## config.mk

```make
export PLATFORM = sky130hd
export DESIGN_NAME = xalu_seq_flat
export DESIGN_NICKNAME = d
export VERILOG_FILES = /design/src/rtl/xalu_seq_if.sv /design/src/rtl/xalu_seq.sv /design/src/flat_wrapper.sv
export SDC_FILE = /design/constraint.sdc
export NUM_CORES = 1
export LEC_CHECK = 0
export ABC_AREA = 1
export ABC_CLOCK_PERIOD_IN_PS = 2300
export BUFFER_PORTS_ARGS = -buffer_cell sky130_fd_sc_hd__buf_2
export CORE_MARGIN = 5
export CORE_UTILIZATION = 40
export CTS_CLUSTER_DIAMETER = 200
export CTS_CLUSTER_SIZE = 20
export DETAILED_ROUTE_END_ITERATION = 8
export PLACE_DENSITY = 0.7
export SLEW_MARGIN = 20
export SYNTH_ARGS = -nofsm -noshare
export SYNTH_HDL_FRONTEND = slang
export SYNTH_SLANG_ARGS = --single-unit
```

## constraint.sdc

```tcl
create_clock -name clk -period 2.3 [get_ports clk]
set_input_delay 0.345 -clock clk [delete_from_list [all_inputs] [get_ports clk]]
set_output_delay 0.345 -clock clk [all_outputs]
set_load 0.005 [all_outputs]
```

## src/rtl/xalu_seq_if.sv

```systemverilog
// xalu_seq_if : bus between the xalu_seq sequencer and one external,
// purely combinational 4-bit ALU slice.
//   master : sequencer side; drives operand nibbles, function code, complement
//            mode and both carry inputs; receives result nibble, carry outputs
//            and the per-nibble compare bit.
//   slave  : slice side; the mirror image of master.
interface xalu_seq_if;
   logic [3:0] sl_a;
   logic [3:0] sl_b;
   logic [2:0] sl_f;
   logic       sl_com;
   logic       sl_ci_right;
   logic       sl_ci_left;
   logic [3:0] sl_d;
   logic       sl_co_left;
   logic       sl_co_right;
   logic       sl_equ;

   modport master (
      output sl_a, sl_b, sl_f, sl_com, sl_ci_right, sl_ci_left,
      input  sl_d, sl_co_left, sl_co_right, sl_equ
   );

   modport slave (
      input  sl_a, sl_b, sl_f, sl_com, sl_ci_right, sl_ci_left,
      output sl_d, sl_co_left, sl_co_right, sl_equ
   );
endinterface

```

## src/rtl/xalu_seq.sv

```systemverilog
// xalu_seq : drives one external 4-bit ALU slice serially, one nibble per
// cycle, to perform a NIBBLES x 4-bit operation.
//   clk, rst            : rising-edge clock, asynchronous active-high reset
//   start               : request strobe, only looked at in IDLE
//   op, com, cin, a, b  : request (function code, complement mode,
//                         carry/fill in, operands); latched on acceptance
//   busy                : high for the NIBBLES RUN cycles
//   done                : one-cycle pulse, result and flags valid
//   result, cout, zero, equ : wide result and flags, held until next start
//   ovf                 : signed ADD overflow (only with XALU_SEQ_OVF_EN)
//   sl                  : slice bus (xalu_seq_if.master)
// Build option: define XALU_SEQ_OVF_EN to add the ovf output and its logic.
module xalu_seq #(
   parameter int NIBBLES = 4
) (
   input  logic                   clk,
   input  logic                   rst,
   input  logic                   start,
   input  logic [2:0]             op,
   input  logic                   com,
   input  logic                   cin,
   input  logic [4*NIBBLES-1:0]   a,
   input  logic [4*NIBBLES-1:0]   b,
   output logic                   busy,
   output logic                   done,
   output logic [4*NIBBLES-1:0]   result,
   output logic                   cout,
   output logic                   zero,
   output logic                   equ,
`ifdef XALU_SEQ_OVF_EN
   output logic                   ovf,
`endif
   xalu_seq_if.master             sl
);

   localparam int KW = (NIBBLES > 1) ? $clog2(NIBBLES) : 1;
   localparam logic [KW-1:0] K_LAST = KW'(NIBBLES-1);

   localparam logic [2:0] OP_ADD = 3'd0;
   localparam logic [2:0] OP_SHR = 3'd6;
   localparam logic [2:0] OP_SHL = 3'd7;

   typedef enum logic [1:0] {IDLE, RUN, DONE} state_t;

   state_t state, state_nxt;

   logic [NIBBLES-1:0][3:0] a_q, b_q, res_q, res_nxt;
   logic [2:0]              op_q;
   logic                    com_q;
   logic                    carry_q, carry_nxt;
   logic                    equ_acc;
   logic [KW-1:0]           k_q;
   logic [KW-1:0]           n;
   logic                    last;
   logic                    chain_up, chain_dn;
   logic                    cout_q, zero_q, equ_q;
`ifdef XALU_SEQ_OVF_EN
   logic                    ovf_q;
`endif

   // ADD/SHL ripple carry LSB->MSB; SHR ripples the fill MSB->LSB.
   assign chain_up = (op_q == OP_ADD) || (op_q == OP_SHL);
   assign chain_dn = (op_q == OP_SHR);
   assign n        = chain_dn ? (K_LAST - k_q) : k_q;
   assign last     = (k_q == K_LAST);

   assign busy   = (state == RUN);
   assign done   = (state == DONE);
   assign result = res_q;
   assign cout   = cout_q;
   assign zero   = zero_q;
   assign equ    = equ_q;
`ifdef XALU_SEQ_OVF_EN
   assign ovf    = ovf_q;
`endif

   always_ff @(posedge clk or posedge rst) begin
      if (rst) state <= IDLE;
      else     state <= state_nxt;
   end

   // next state and slice-side drive; slice bus is all zero outside RUN
   always_comb begin
      state_nxt      = state;
      sl.sl_a        = '0;
      sl.sl_b        = '0;
      sl.sl_f        = '0;
      sl.sl_com      = 1'b0;
      sl.sl_ci_right = 1'b0;
      sl.sl_ci_left  = 1'b0;
      case (state)
         IDLE: if (start) state_nxt = RUN;
         RUN: begin
            sl.sl_a        = a_q[n];
            sl.sl_b        = b_q[n];
            sl.sl_f        = op_q;
            sl.sl_com      = com_q;
            sl.sl_ci_right = chain_up & carry_q;
            sl.sl_ci_left  = chain_dn & carry_q;
            if (last) state_nxt = DONE;
         end
         DONE:    state_nxt = IDLE;
         default: state_nxt = IDLE;
      endcase
   end

   // result with the current slice nibble merged in, and the carry to keep
   always_comb begin
      res_nxt    = res_q;
      res_nxt[n] = sl.sl_d;
      carry_nxt  = carry_q;
      if (chain_up)      carry_nxt = sl.sl_co_left;
      else if (chain_dn) carry_nxt = sl.sl_co_right;
   end

   always_ff @(posedge clk or posedge rst) begin
      if (rst) begin
         a_q     <= '0;
         b_q     <= '0;
         res_q   <= '0;
         op_q    <= '0;
         com_q   <= 1'b0;
         carry_q <= 1'b0;
         equ_acc <= 1'b0;
         k_q     <= '0;
         cout_q  <= 1'b0;
         zero_q  <= 1'b0;
         equ_q   <= 1'b0;
`ifdef XALU_SEQ_OVF_EN
         ovf_q   <= 1'b0;
`endif
      end else begin
         case (state)
            IDLE: if (start) begin
               a_q     <= a;
               b_q     <= b;
               op_q    <= op;
               com_q   <= com;
               carry_q <= cin;
               equ_acc <= 1'b1;
               k_q     <= '0;
            end
            RUN: begin
               res_q   <= res_nxt;
               carry_q <= carry_nxt;
               equ_acc <= equ_acc & sl.sl_equ;
               k_q     <= k_q + 1'b1;
               // flags are captured on the closing edge so they are valid
               // throughout DONE and hold afterwards
               if (last) begin
                  cout_q <= (chain_up | chain_dn) & carry_nxt;
                  zero_q <= (res_nxt == '0);
                  equ_q  <= equ_acc & sl.sl_equ;
`ifdef XALU_SEQ_OVF_EN
                  ovf_q  <= (op_q == OP_ADD) && !com_q &&
                            (a_q[NIBBLES-1][3] == b_q[NIBBLES-1][3]) &&
                            (res_nxt[NIBBLES-1][3] != a_q[NIBBLES-1][3]);
`endif
               end
            end
            default: ;
         endcase
      end
   end

endmodule

```

## src/flat_wrapper.sv

```systemverilog
// flat-port wrapper written by rule: the top's interface ports become plain ports
module xalu_seq_flat 
#(
   parameter int NIBBLES = 4
)
  (clk, rst, start, op, com, cin, a, b, busy, done, result, cout, zero, equ, sl_sl_a, sl_sl_b, sl_sl_f, sl_sl_com, sl_sl_ci_right, sl_sl_ci_left, sl_sl_d, sl_sl_co_left, sl_sl_co_right, sl_sl_equ);
  xalu_seq_if sl_i ();
  input  logic clk;
  input  logic rst;
  input  logic start;
  input  logic [2:0] op;
  input  logic com;
  input  logic cin;
  input  logic [4*NIBBLES-1:0] a;
  input  logic [4*NIBBLES-1:0] b;
  output logic busy;
  output logic done;
  output logic [4*NIBBLES-1:0] result;
  output logic cout;
  output logic zero;
  output logic equ;
  output wire logic [$bits(sl_i.sl_a)-1:0] sl_sl_a;
  output wire logic [$bits(sl_i.sl_b)-1:0] sl_sl_b;
  output wire logic [$bits(sl_i.sl_f)-1:0] sl_sl_f;
  output wire logic [$bits(sl_i.sl_com)-1:0] sl_sl_com;
  output wire logic [$bits(sl_i.sl_ci_right)-1:0] sl_sl_ci_right;
  output wire logic [$bits(sl_i.sl_ci_left)-1:0] sl_sl_ci_left;
  input wire logic [$bits(sl_i.sl_d)-1:0] sl_sl_d;
  input wire logic [$bits(sl_i.sl_co_left)-1:0] sl_sl_co_left;
  input wire logic [$bits(sl_i.sl_co_right)-1:0] sl_sl_co_right;
  input wire logic [$bits(sl_i.sl_equ)-1:0] sl_sl_equ;
  assign sl_sl_a = sl_i.sl_a;
  assign sl_sl_b = sl_i.sl_b;
  assign sl_sl_f = sl_i.sl_f;
  assign sl_sl_com = sl_i.sl_com;
  assign sl_sl_ci_right = sl_i.sl_ci_right;
  assign sl_sl_ci_left = sl_i.sl_ci_left;
  assign sl_i.sl_d = sl_sl_d;
  assign sl_i.sl_co_left = sl_sl_co_left;
  assign sl_i.sl_co_right = sl_sl_co_right;
  assign sl_i.sl_equ = sl_sl_equ;
  xalu_seq #(.NIBBLES(NIBBLES)) u_core (.clk(clk), .rst(rst), .start(start), .op(op), .com(com), .cin(cin), .a(a), .b(b), .busy(busy), .done(done), .result(result), .cout(cout), .zero(zero), .equ(equ), .sl(sl_i));
endmodule
```

# Word level (Yosys, flattened, before mapping)

Index checks and enable logic that the tools add are counted.

Muxes and demuxes: 25
Bitwise operators: 5
Reductions and logical operators: 10
Equality and inequality tests: 7
Magnitude comparators: 2
Add/subtract/negate cells: 2

Operator list:

| operator                                                              | count |
|---|---|
| 4-bit two-way mux                                                     | 5 |
| 4-bit binary-select mux with 2-bit select                             | 2 |
| 16-bit bitwise mux                                                    | 1 |
| 16-bit zero test                                                      | 1 |
| 4-bit demux with 2-bit select                                         | 1 |
| 2-bit two-way mux                                                     | 4 |
| 2-bit one-hot mux with 2 select lines                                 | 2 |
| 2-bit AND reduction                                                   | 4 |
| 1-bit two-way mux                                                     | 7 |
| 3-bit == test, second input constant                                  | 2 |
| 1-bit bitwise AND                                                     | 4 |
| 2-bit == test, second input constant                                  | 2 |
| 1-bit one-hot mux with 2 select lines                                 | 2 |
| 3-bit zero test                                                       | 1 |
| 2-bit by 3-bit < comparator with 1-bit output, second input constant  | 1 |
| 3-bit two-way mux                                                     | 1 |
| 2-bit by 1-bit adder with 2-bit output, second input constant         | 1 |
| 2-bit by 1-bit == test with 1-bit output, second input constant       | 1 |
| 2-bit by 1-bit >= comparator with 1-bit output, second input constant | 1 |
| 2-bit zero test                                                       | 1 |
| 2-bit by 1-bit != test with 1-bit output, second input constant       | 1 |
| 2-bit != test, second input constant                                  | 1 |
| 2-bit nonzero test                                                    | 1 |
| 2-bit subtractor, first input constant                                | 1 |
| other kinds (3)                                                       | 3 |

Input port bits: 47
Output and inout port bits: 35
Logic and storage cells: 72
Bits in registers: 61

# Depth between registers and ports, before layout

Gate-level depths: netlist of the first run.

Word-level depth: 8
Depth in mapped cells: 12

# Worst setup path after synthesis of the first run

No wires, ideal clock.

Kind: register -> output
Start: reg u_core.op_q[0]
End: out sl_sl_a[0]
Path buffers: 0
Setup slack: 0.652 ns
Data required time: 1.955 ns
Data arrival time: 1.303 ns
Stages on the path, launching flop included: 9
Cell sequence: dfrtp_1 > inv_2 > nand3_2 > nand2_1 > nand2_4 > nand2_4 > inv_1 > a22oi_1 > a21oi_1

Cells in the longest elaborated chain, start to end: 5

Ends and longest elaborated chain:

| what                                      | line               | source |
|---|---|---|
| start: declaration                        | xalu_seq.sv:48     | `logic [2:0] op_q;` |
| start signal: assignment                  | xalu_seq.sv:137    | `op_q <= op;` |
| 3-bit == test                             | xalu_seq.sv:63     | `assign chain_dn = (op_q == OP_SHR);` |
| 2-bit two-way mux                         | xalu_seq.sv:64     | `assign n = chain_dn ? (K_LAST - k_q) : k_q;` |
| 4-bit binary-select mux with 2-bit select | xalu_seq.sv:94     | `sl.sl_a = a_q[n];` |
| 4-bit two-way mux (implied by the code)   | xalu_seq.sv:94     |  |
| 4-bit two-way mux                         | xalu_seq.sv:91     | `case (state)` |
| end: declaration                          | flat_wrapper.sv:22 | `output wire logic [$bits(sl_i.sl_a)-1:0] sl_sl_a;` |

Every way passes these cells. The select of a mux whose other input is x is not followed.

# Worst setup path after layout of the first run

Start: reg u_core.op_q[1]
End: out sl_sl_b[2]

Cells in the longest elaborated chain, start to end: 5

Ends and longest elaborated chain:

| what                                      | line               | source |
|---|---|---|
| 3-bit == test                             | xalu_seq.sv:63     |  |
| 2-bit two-way mux                         | xalu_seq.sv:64     |  |
| 4-bit binary-select mux with 2-bit select | xalu_seq.sv:95     | `sl.sl_b = b_q[n];` |
| 4-bit two-way mux (implied by the code)   | xalu_seq.sv:95     |  |
| 4-bit two-way mux                         | xalu_seq.sv:91     |  |
| end: declaration                          | flat_wrapper.sv:23 | `output wire logic [$bits(sl_i.sl_b)-1:0] sl_sl_b;` |

Every way passes these cells. The select of a mux whose other input is x is not followed.

==> impl_metrics.csv, run 1 <==
group,metric,value,unit
outcome,status,"finished, violations left",
outcome,violations,"setup timing",
sta,slew_violations,0,
job,drv_cap,0,
place,place_congestion,0.827,
synthesis,ys_warn_count,0,
power_and_ir_drop,power.density,1540,nW/µm²
global_routing,grt.overflow.total,0,
critical_path,setup.worst_path.start_class,"register",
global_routing,grt_busiest_layer,"met2",
critical_path,crit_chain,"nand3_4 > nand2_2 > nand2_4 > nand2_4 > clkinvlp_4 > a22oi_1 > a21oi_1 > buf_2",
floorplanning,rows,31,
global_routing,use_met2,28.2,%
floorplanning,core-area,7290,µm²
detailed_routing,viasPerCell,4.82,
critical_path,slowest_stage,"dfrtp_1",
sta,setup_tns,-0.0757,ns
place,dpl_worst_slack,0.239,ns
synthesis,avgSynthCellArea,8.12,µm²
global_routing,grt_pass1_vias,2907,
synthesis,yosysSeqAreaShare,50.8,%
sta,max_freq,430,MHz
clock_tree,root_buffer,"clkbuf_8",
power_and_ir_drop,power,5.91,mW
clock_tree,clk_pin_slew,0.06,ns
cells_and_area,n_fill_cell,733,
synthesis,synth_top_area_cell,"dfrtp_1",
floorplanning,die_area,9340,µm²
floorplanning,die_w,96.6,µm
critical_path,path_delay_family,"simple AND/OR/NAND/NOR gates",
synthesis,syn_area,3000,µm²
synthesis,ys_ff_latch,61,
cells_and_area,drive_above_1_share,31.2,%
synthesis,synthCells,370,
sta,fin_crit,2.32,ns
sta,max_slew_margin,57.7,%
sta,hold_viol_final,0,
floorplanning,start_util,41.2,%
critical_path,crit_path_frequent_cell,"nand2_4",
cells_and_area,final_common_cell,"nand2_1",
detailed_routing,drt_iter0_markers,123,
power_and_ir_drop,leakage,2.04,nW
cells_and_area,final_cell_mix,"nand2_1, buf_2, dfrtp_1, inv_1, nor2_1",
sta,setup_viol,6,
global_routing,grt_use_total,17.7,%
clock_tree,cts_tree,"done",
sta,setup_ws,-0.0244,ns
global_routing,grt_use_met3,3.88,%
cells_and_area,final_util,52.7,%
detailed_routing,wl_per_cell,13.9,µm
cells_and_area,antennaDiodeCount,0,
critical_path,worst-setup-path-type,"reg2out",
global_routing,grt_pass1_wl,13.6,mm
global_routing,grt_use_met1,23.2,%
critical_path,cp.arrival,1.98,ns
power_and_ir_drop,ir_drop,0.000488,V
clock_tree,numCtsBuffers,9,
cells_and_area,area_growth,28.0,%
synthesis,syn_nets,418,
hold_path,hold_path_class,"in2async",
synthesis,synth.area.top_cells,"dfrtp_1, nand2_1, a22oi_1, o21ai_0, inv_1",
synthesis,ys_types,27,
sta,whs,0.0888,ns
global_routing,antenna_found_initial,0,
sta,rsz0062_at_grt,"true",
clock_tree,clk_latency,0.34,ns
clock_tree,htree_num_levels,3,
global_routing,grt_max_degree,37,
synthesis,yosysTopAreaCellShare,50.8,%
floorplanning,die_y,96.6,µm
detailed_routing,routed-via-count,2748,
cells_and_area,fin_nets,514,
clock_tree,clock_sinks,61,
critical_path,slowest_delay,0.46,ns
clock_tree,ctsHoldBuffers,0,
floorplanning,ioPinCount,82,
sta,tightest_slew,0.633,ns
detailed_routing,postRouteAntennaNets,0,
sta,fin_skew,0.00641,ns
place,io_buffers,81,
sta,post-route-period-util,101,%
detailed_routing,dr.pass1.iters,4,
place,dp.final_hpwl,5.62,mm
critical_path,crit_required,1.96,ns
critical_path,path_buf_inv,2,
detailed_routing,routed_wl,7.95,mm
critical_path,worst-path-max-fanout,8,
detailed_routing,drc,0,
critical_path,endpoint_kind,"output pin",
clock_tree,clockBufferDepth,2,
## per-stage QoR
| stage | instances | area [µm²] |
|---|---|---|
| finish | 570 | 3840 |
| global route | 570 | 3840 |
| CTS | 569 | 3820 |
| detailed placement | 545 | 3540 |
| global placement | 545 | 3540 |
| floorplan | 370 | 3000 |
## flip-flops by register name, indices dropped and copies added, names as in the netlist
signal	count
u_core.a_q	16
u_core.b_q	16
u_core.carry_q	1
u_core.com_q	1
u_core.cout	1
u_core.equ	1
u_core.equ_acc	1
u_core.k_q	2
u_core.op_q	3
u_core.result	16
u_core.state	2
u_core.zero	1
## cell type report
class	instances	area, µm²	area share [%]
Clock inverter	1	5.00	0.130
Clock buffer	15	166	4.33
Timing Repair Buffer	96	518	13.5
Multi-Input combinational cell	272	1400	36.4
Sequential cell	61	1530	39.7
Inverter	26	105	2.73
Tap cell	99	124	3.22
## worst paths after layout
kind / startpoint / to / slack [ns] / cells past startpoint
max: u_core.op_q[1]$_DFFE_PP0P_ / sl_sl_b[2] / -0.02 / 8
min: rst / u_core.a_q[7]$_DFFE_PP0P_ / 0.09 / 2
max reg2reg: u_core.op_q[0]$_DFFE_PP0P_ / u_core.zero$_DFFE_PP0P_ / 0.47 / 11
min reg2reg: u_core.zero$_DFFE_PP0P_ / u_core.zero$_DFFE_PP0P_ / 0.48 / 2
max in group asynchronous: rst / u_core.result[12]$_DFFE_PP0P_ / 1.51 / 3
min in group clk: b[4] / u_core.b_q[4]$_DFFE_PP0P_ / 0.20 / 3
## report_power, final
part / internal, mW / leakage [nW] / total, mW / switching [mW]
Clock: 0.450 / 0.0877 / 0.843 / 0.392
Combinational: 1.21 / 1.21 / 3.08 / 1.87
Sequential: 1.60 / 0.745 / 1.99 / 0.387
Total: 3.26 / 2.04 / 5.91 / 2.65
## cell usage after synthesis, drive strengths merged
cell type,count
nand3,15
dfrtp,61
a31oi,6
o311ai,1
nand3b,1
a22o,1
nand2,168
a32o,1
clkbuf,11
ha,1
a21oi,10
clkinv,1
nor2,24
a22oi,16
inv,25
nand4,2
o21ai,24
nor3,2
## logic make-up after synthesis
family	after synthesis	share of synthesized area, %
adders and majority gates	1	0.417
DFF	61	50.8
and+or+nand+nor	212	32.3
buffers and inverters	37	4.62
AOI/OAI and AO/OA	59	11.8
## routing by layer
layer,routed length (µm),share of wire (%)
met5,0,0
met3,403,5.1
met2,3680,46
met1,3740,47
met4,123,1.5
## repair_timing
item | CTS | global route
setup buffers | 8 | 1
resized for setup | 11 | 4
pin swaps | 7 | 0
setup endpoints to repair | 8 | 8
Note: power is estimated with default switching activity, not from simulation.
==> run 2: changes to the inputs <==
--- a/config.mk
+++ b/config.mk
@@ -8,7 +8,7 @@
 export ABC_AREA = 1
 export ABC_CLOCK_PERIOD_IN_PS = 2300
 export BUFFER_PORTS_ARGS = -buffer_cell sky130_fd_sc_hd__buf_2
-export CORE_MARGIN = 5
+export CORE_MARGIN = 2
 export CORE_UTILIZATION = 40
 export CTS_CLUSTER_DIAMETER = 200
 export CTS_CLUSTER_SIZE = 20
==> impl_metrics.csv, run 2 (synthesis gave the netlist of run 1 again) <==
group,metric,value,unit
cells_and_area,area_growth,34.5,%
clock_tree,cts_tree,"done",
floorplanning,ioPinCount,82,
floorplanning,start_util,41.4,%
global_routing,grt_max_degree,41,
global_routing,grt_use_total,19.6,%
floorplanning,core-area,7250,µm²
power_and_ir_drop,ir_drop,0.000603,V
global_routing,grt.overflow.total,0,
critical_path,path_buf_inv,3,
clock_tree,clockBufferDepth,2,
cells_and_area,drive_above_1_share,35.0,%
sta,max_freq,427,MHz
global_routing,antenna_found_initial,0,
critical_path,slowest_delay,0.40,ns
floorplanning,die_w,90.6,µm
critical_path,path_depth,9,
power_and_ir_drop,power,6.36,mW
detailed_routing,dr.pass1.iters,4,
floorplanning,die_area,8220,µm²
global_routing,grt_pass1_vias,2672,
sta,slew_violations,0,
detailed_routing,wl_per_cell,13.5,µm
sta,tightest_slew,0.429,ns
clock_tree,clk_pin_slew,0.07,ns
sta,fin_skew,0.00899,ns
hold_path,hold_path_class,"in2reg",
outcome,status,"finished, violations left",
detailed_routing,drt_iter0_markers,124,
detailed_routing,routed-via-count,2877,
floorplanning,die_y,90.6,µm
critical_path,crit_required,1.96,ns
floorplanning,rows,31,
clock_tree,clock_sinks,61,
sta,setup_ws,-0.0399,ns
cells_and_area,final_util,55.7,%
global_routing,grt_pass1_wl,12.7,mm
place,place_congestion,0.861,
clock_tree,root_buffer,"clkbuf_8",
power_and_ir_drop,leakage,2.11,nW
place,dp.final_hpwl,5.39,mm
critical_path,reg2regPathDepth,14,
critical_path,path_delay_family,"buffers and inverters",
job,drv_cap,0,
outcome,violations,"setup timing",
critical_path,worst-setup-path-type,"reg2out",
sta,rsz0062_at_grt,"true",
critical_path,cp.arrival,1.99,ns
cells_and_area,antennaDiodeCount,0,
cells_and_area,fin_nets,523,
sta,max_slew_margin,71.4,%
sta,fin_crit,2.34,ns
place,dpl_worst_slack,0.292,ns
cells_and_area,fin_area,4040,µm²
detailed_routing,routed_wl,7.83,mm
detailed_routing,postRouteAntennaNets,0,
critical_path,endpoint_kind,"output pin",
clock_tree,htree_num_levels,3,
sta,hold_viol_final,0,
detailed_routing,drc,0,
critical_path,crit_path_frequent_cell,"nand2_4",
critical_path,setup.worst_path.start_class,"register",
critical_path,slowest_stage,"dfrtp_1",
sta,whs,0.189,ns
sta,setup_viol,6,
place,io_buffers,81,
cells_and_area,final_cell_mix,"nand2_1, buf_2, dfrtp_1, buf_4, inv_1",
cells_and_area,final_common_cell,"nand2_1",
place,placed_area,3540,µm²
clock_tree,clk_latency,0.34,ns
hold_path,whs_path_depth,3,
sta,post-route-period-util,102,%
detailed_routing,viasPerCell,4.97,
critical_path,crit_chain,"inv_2 > nand3_4 > nand2_4 > nand2_8 > nand2_4 > clkinvlp_4 > a22oi_2 > a21oi_2 > buf_2",
critical_path,worst-path-max-fanout,8,
clock_tree,numCtsBuffers,9,
power_and_ir_drop,power.density,1570,nW/µm²
[run 2: cell types whose count changed in the layout (fill, tap and decap cells not counted), sizes merged]
cell	change
buf	+8
bufinv	+1
clkinvlp	+2
clkbuf	-6
dlygate4sd3	+1
clkinv	+3
[run 2: worst min-delay path, delay by kind of cell]
kind          cells  cell delay [ns]
buf+inv           1             0.07
simple gates      2             0.08
[run 2: layout make-up]
| cell class | count | area, µm² |
|---|---|---|
| Sequential cell | 61 | 1530 |
| Timing Repair Buffer | 105 | 601 |
| Clock buffer | 9 | 124 |
| Multi-Input combinational cell | 272 | 1480 |
| Tap cell | 99 | 124 |
| Fill cell | 683 | 3210 |
| Inverter | 26 | 105 |
| Clock inverter | 7 | 76.3 |
[run 2: path summary, 6_finish.rpt]
kind,to,from,slack [ns]
setup reg to reg,u_core.zero$_DFFE_PP0P_,u_core.op_q[2]$_DFFE_PP0P_,0.43
hold reg to reg,u_core.equ$_DFFE_PP0P_,u_core.equ$_DFFE_PP0P_,0.49
hold / removal,u_core.b_q[12]$_DFFE_PP0P_,b[12],0.19
setup / recovery,sl_sl_b[2],u_core.op_q[0]$_DFFE_PP0P_,-0.04
max in group asynchronous,u_core.op_q[1]$_DFFE_PP0P_,rst,1.10
min in group asynchronous,u_core.zero$_DFFE_PP0P_,rst,0.55
[run 2: routing by layer]
layer | share of wire [%] | track usage [%] | up-vias | wire (µm)
met2 | 49 | 30.8 | 117 | 3800
met4 | 1.3 | 7.05 | 0 | 105
met3 | 7.2 | 6.26 | 11 | 561
li1 | - | - | 1410 | -
met5 | 0 | 0 | - | 0
met1 | 43 | 25.5 | 1339 | 3360
[run 2: repair_timing]
action,in CTS,in global routing
setup endpoints to repair,8,8
gates resized for setup,17,13
pin swaps,15,11
buffers inserted,4,12
hold buffers,1,0
hold endpoints to repair,8,0
[run 2: stage by stage]
step	setup TNS, ns	cells
2_1_floorplan	0	370
3_3_place_gp	0	546
3_5_place_dp	0	546
4_1_cts	0	567
5_1_grt	-1.26	579
6_report	-0.147	579
[run 2: power by group]
| part | total (mW) | switching (mW) | internal, mW |
|---|---|---|---|
| clock | 0.947 | 0.445 | 0.502 |
| sequential | 2.02 | 0.424 | 1.60 |
| combinational | 3.39 | 1.97 | 1.42 |
==> run 3: changes to the inputs <==
--- a/config.mk
+++ b/config.mk
@@ -7,13 +7,14 @@
 export LEC_CHECK = 0
 export ABC_AREA = 1
 export ABC_CLOCK_PERIOD_IN_PS = 2300
-export BUFFER_PORTS_ARGS = -buffer_cell sky130_fd_sc_hd__buf_2
 export CORE_MARGIN = 2
 export CORE_UTILIZATION = 40
 export CTS_CLUSTER_DIAMETER = 200
 export CTS_CLUSTER_SIZE = 20
 export DETAILED_ROUTE_END_ITERATION = 8
-export PLACE_DENSITY = 0.7
+export DONT_BUFFER_PORTS = 1
+export PLACE_DENSITY = 0.6
+export RECOVER_POWER = 50
 export SLEW_MARGIN = 20
 export SYNTH_ARGS = -nofsm -noshare
 export SYNTH_HDL_FRONTEND = slang
==> impl_metrics.csv, run 3 (synthesis gave the netlist of run 1 again) <==
group,metric,value,unit
outcome,status,"finished clean",
hold_path,whs_path_depth,2,
global_routing,grt_pass1_vias,2374,
clock_tree,clk_pin_slew,0.07,ns
sta,fin_skew,0.00675,ns
floorplanning,ioPinCount,82,
critical_path,crit_start,"u_core.op_q[0]$_DFFE_PP0P_",
cells_and_area,fin_nets,439,
cells_and_area,final_common_cell,"nand2_1",
critical_path,r2r_start,"u_core.op_q[0]$_DFFE_PP0P_",
sta,slew_violations,0,
critical_path,slowest_stage,"dfrtp_1",
cells_and_area,final_util,49.4,%
critical_path,worst-path-max-fanout,8,
critical_path,slowest_delay,0.42,ns
sta,setup_viol,0,
clock_tree,clock_sinks,61,
global_routing,grt_use_total,18.7,%
floorplanning,rows,31,
cells_and_area,drive_above_1_share,21.5,%
critical_path,setup.worst_path.start_class,"register",
power_and_ir_drop,switching_share,47.0,%
sta,fin_crit,2.27,ns
place,io_buffers,0,
critical_path,reg2regPathDepth,12,
hold_path,hp-start,"a[3]",
cells_and_area,antennaDiodeCount,0,
critical_path,worst-setup-path-type,"reg2out",
clock_tree,clk_latency,0.34,ns
sta,hold_viol_final,0,
sta,whs,0.112,ns
global_routing,grt_max_degree,62,
critical_path,cp.arrival,1.92,ns
global_routing,grt.overflow.total,0,
detailed_routing,drc,0,
floorplanning,core-area,7250,µm²
sta,tightest_slew,1.33,ns
sta,post-route-period-util,98.7,%
detailed_routing,routed_wl,7.60,mm
detailed_routing,wl_per_cell,15.4,µm
power_and_ir_drop,ir_drop,0.000553,V
power_and_ir_drop,p_int,3.13,mW
floorplanning,die_y,90.6,µm
critical_path,r2r-end,"u_core.zero$_DFFE_PP0P_",
power_and_ir_drop,leakage,1.71,nW
critical_path,crit_chain,"inv_2 > nand3_4 > nand2_4 > nand2_8 > nand2_4 > clkinvlp_4 > a22oi_2 > a21oi_2",
power_and_ir_drop,power,5.90,mW
detailed_routing,routed-via-count,2488,
critical_path,endpoint_kind,"output pin",
cells_and_area,final_cell_mix,"nand2_1, dfrtp_1, inv_1, nor2_1",
hold_path,hold_path_class,"in2reg",
global_routing,antenna_found_initial,0,
detailed_routing,viasPerCell,5.03,
cells_and_area,area_growth,19.2,%
place,place_congestion,0.842,
clock_tree,numCtsBuffers,9,
power_and_ir_drop,seqPwrFrac,34.8,%
critical_path,r2r_setup_slack,0.53,ns
global_routing,grt_pass1_wl,12.0,mm
clock_tree,clockBufferDepth,2,
sta,rsz0062_at_grt,"true",
clock_tree,htree_num_levels,3,
clock_tree,root_buffer,"clkbuf_8",
detailed_routing,postRouteAntennaNets,0,
power_and_ir_drop,power.density,1650,nW/µm²
power_and_ir_drop,switchingPower,2.77,mW
sta,max_slew_margin,11.6,%
critical_path,crit_path_frequent_cell,"nand2_4",
job,drv_cap,0,
floorplanning,die_w,90.6,µm
detailed_routing,dr.pass1.iters,4,
place,dp.final_hpwl,5.19,mm
power_and_ir_drop,clkPwrFrac,13.8,%
detailed_routing,drt_iter0_markers,158,
power_and_ir_drop,combinationalPowerShare,51.3,%
floorplanning,die_area,8220,µm²
sta,max_freq,441,MHz
critical_path,crit_required,1.96,ns
floorplanning,start_util,41.4,%
hold_path,whs_endpoint,"u_core.a_q[3]$_DFFE_PP0P_",
clock_tree,cts_tree,"done",
[run 3: cell count changes in the layout (fill, tap and decap cells not counted), moves of 2 or more]
cell / delta
buf_2: -80
a21oi_1: -4
a21oi_2: +4
buf_4: -4
clkinv_4: -3
clkbuf_1: +2
clkinvlp_4: +2
[run 3: timing repair]
item | 4_1_cts | 5_1_grt
buffers inserted | 0 | 13
hold buffers | 1 | 0
setup endpoints to repair | 5 | 8
resized for setup | 1 | 34
hold endpoints to repair | 61 | 0
pin swaps | 0 | 29
[run 3: per-stage QoR]
step	instance area (µm²)	cells	setup slack, ns	TNS [ns]
after floorplan	3000	370	0.442	0
after global placement	3150	465	0.383	0
after detailed placement	3150	465	0.341	0
after CTS	3330	482	-0.0209	-0.0456
after global routing	3580	495	-0.0807	-0.523
final	3580	495	0.0302	0
[run 3: area by class of cell]
class | count | area, µm²
fill | 719 | 3670
sequential | 61 | 1530
multi-input combinational | 272 | 1500
timing repair buffer | 21 | 154
clock buffer | 10 | 128
tap | 99 | 124
inverter | 26 | 105
clock inverter | 6 | 40.0
[run 3: power groups by stage]
stage               logic, mW  clock network, mW  registers (mW)
floorplan                1.99                  0            1.90
global placement         2.48                  0            2.00
detailed placement       2.53                  0            2.01
CTS                      2.55              0.838            2.00
global route             3.42              0.887            2.12
finish                   3.03              0.817            2.05
[run 3: critical path, delay by kind of cell, from the launching register on]
kind / cells / cell delay (ns)
AO/OA/AOI/OAI: 2 / 0.34
buffers and inverters: 2 / 0.36
AND/OR/NAND/NOR: 4 / 0.47
flip-flops: 1 / 0.42
[run 3: routing by layer]
layer / up-vias / track usage [%] / share of wire [%] / routed length [µm]
met2: 75 / 28.7 / 46 / 3530
met5: - / 0 / 0 / 0
met3: 12 / 4.84 / 5.9 / 445
li1: 1245 / - / - / -
met4: 0 / 7.69 / 2.1 / 163
met1: 1156 / 25.2 / 45 / 3460
[run 3: worst max path at each step]
| stage | to | slack [ns] | depth (start not counted) |
|---|---|---|---|
| after floorplan | u_core.a_q[0]$_DFFE_PP0P_ | 0.44 | 1 |
| after detailed placement | sl_sl_b[1] | 0.34 | 8 |
| after global placement | sl_sl_b[1] | 0.38 | 7 |
| final | sl_sl_b[1] | 0.03 | 8 |
| after CTS | sl_sl_a[0] | -0.02 | 8 |
| after global routing | sl_sl_b[0] | -0.08 | 8 |
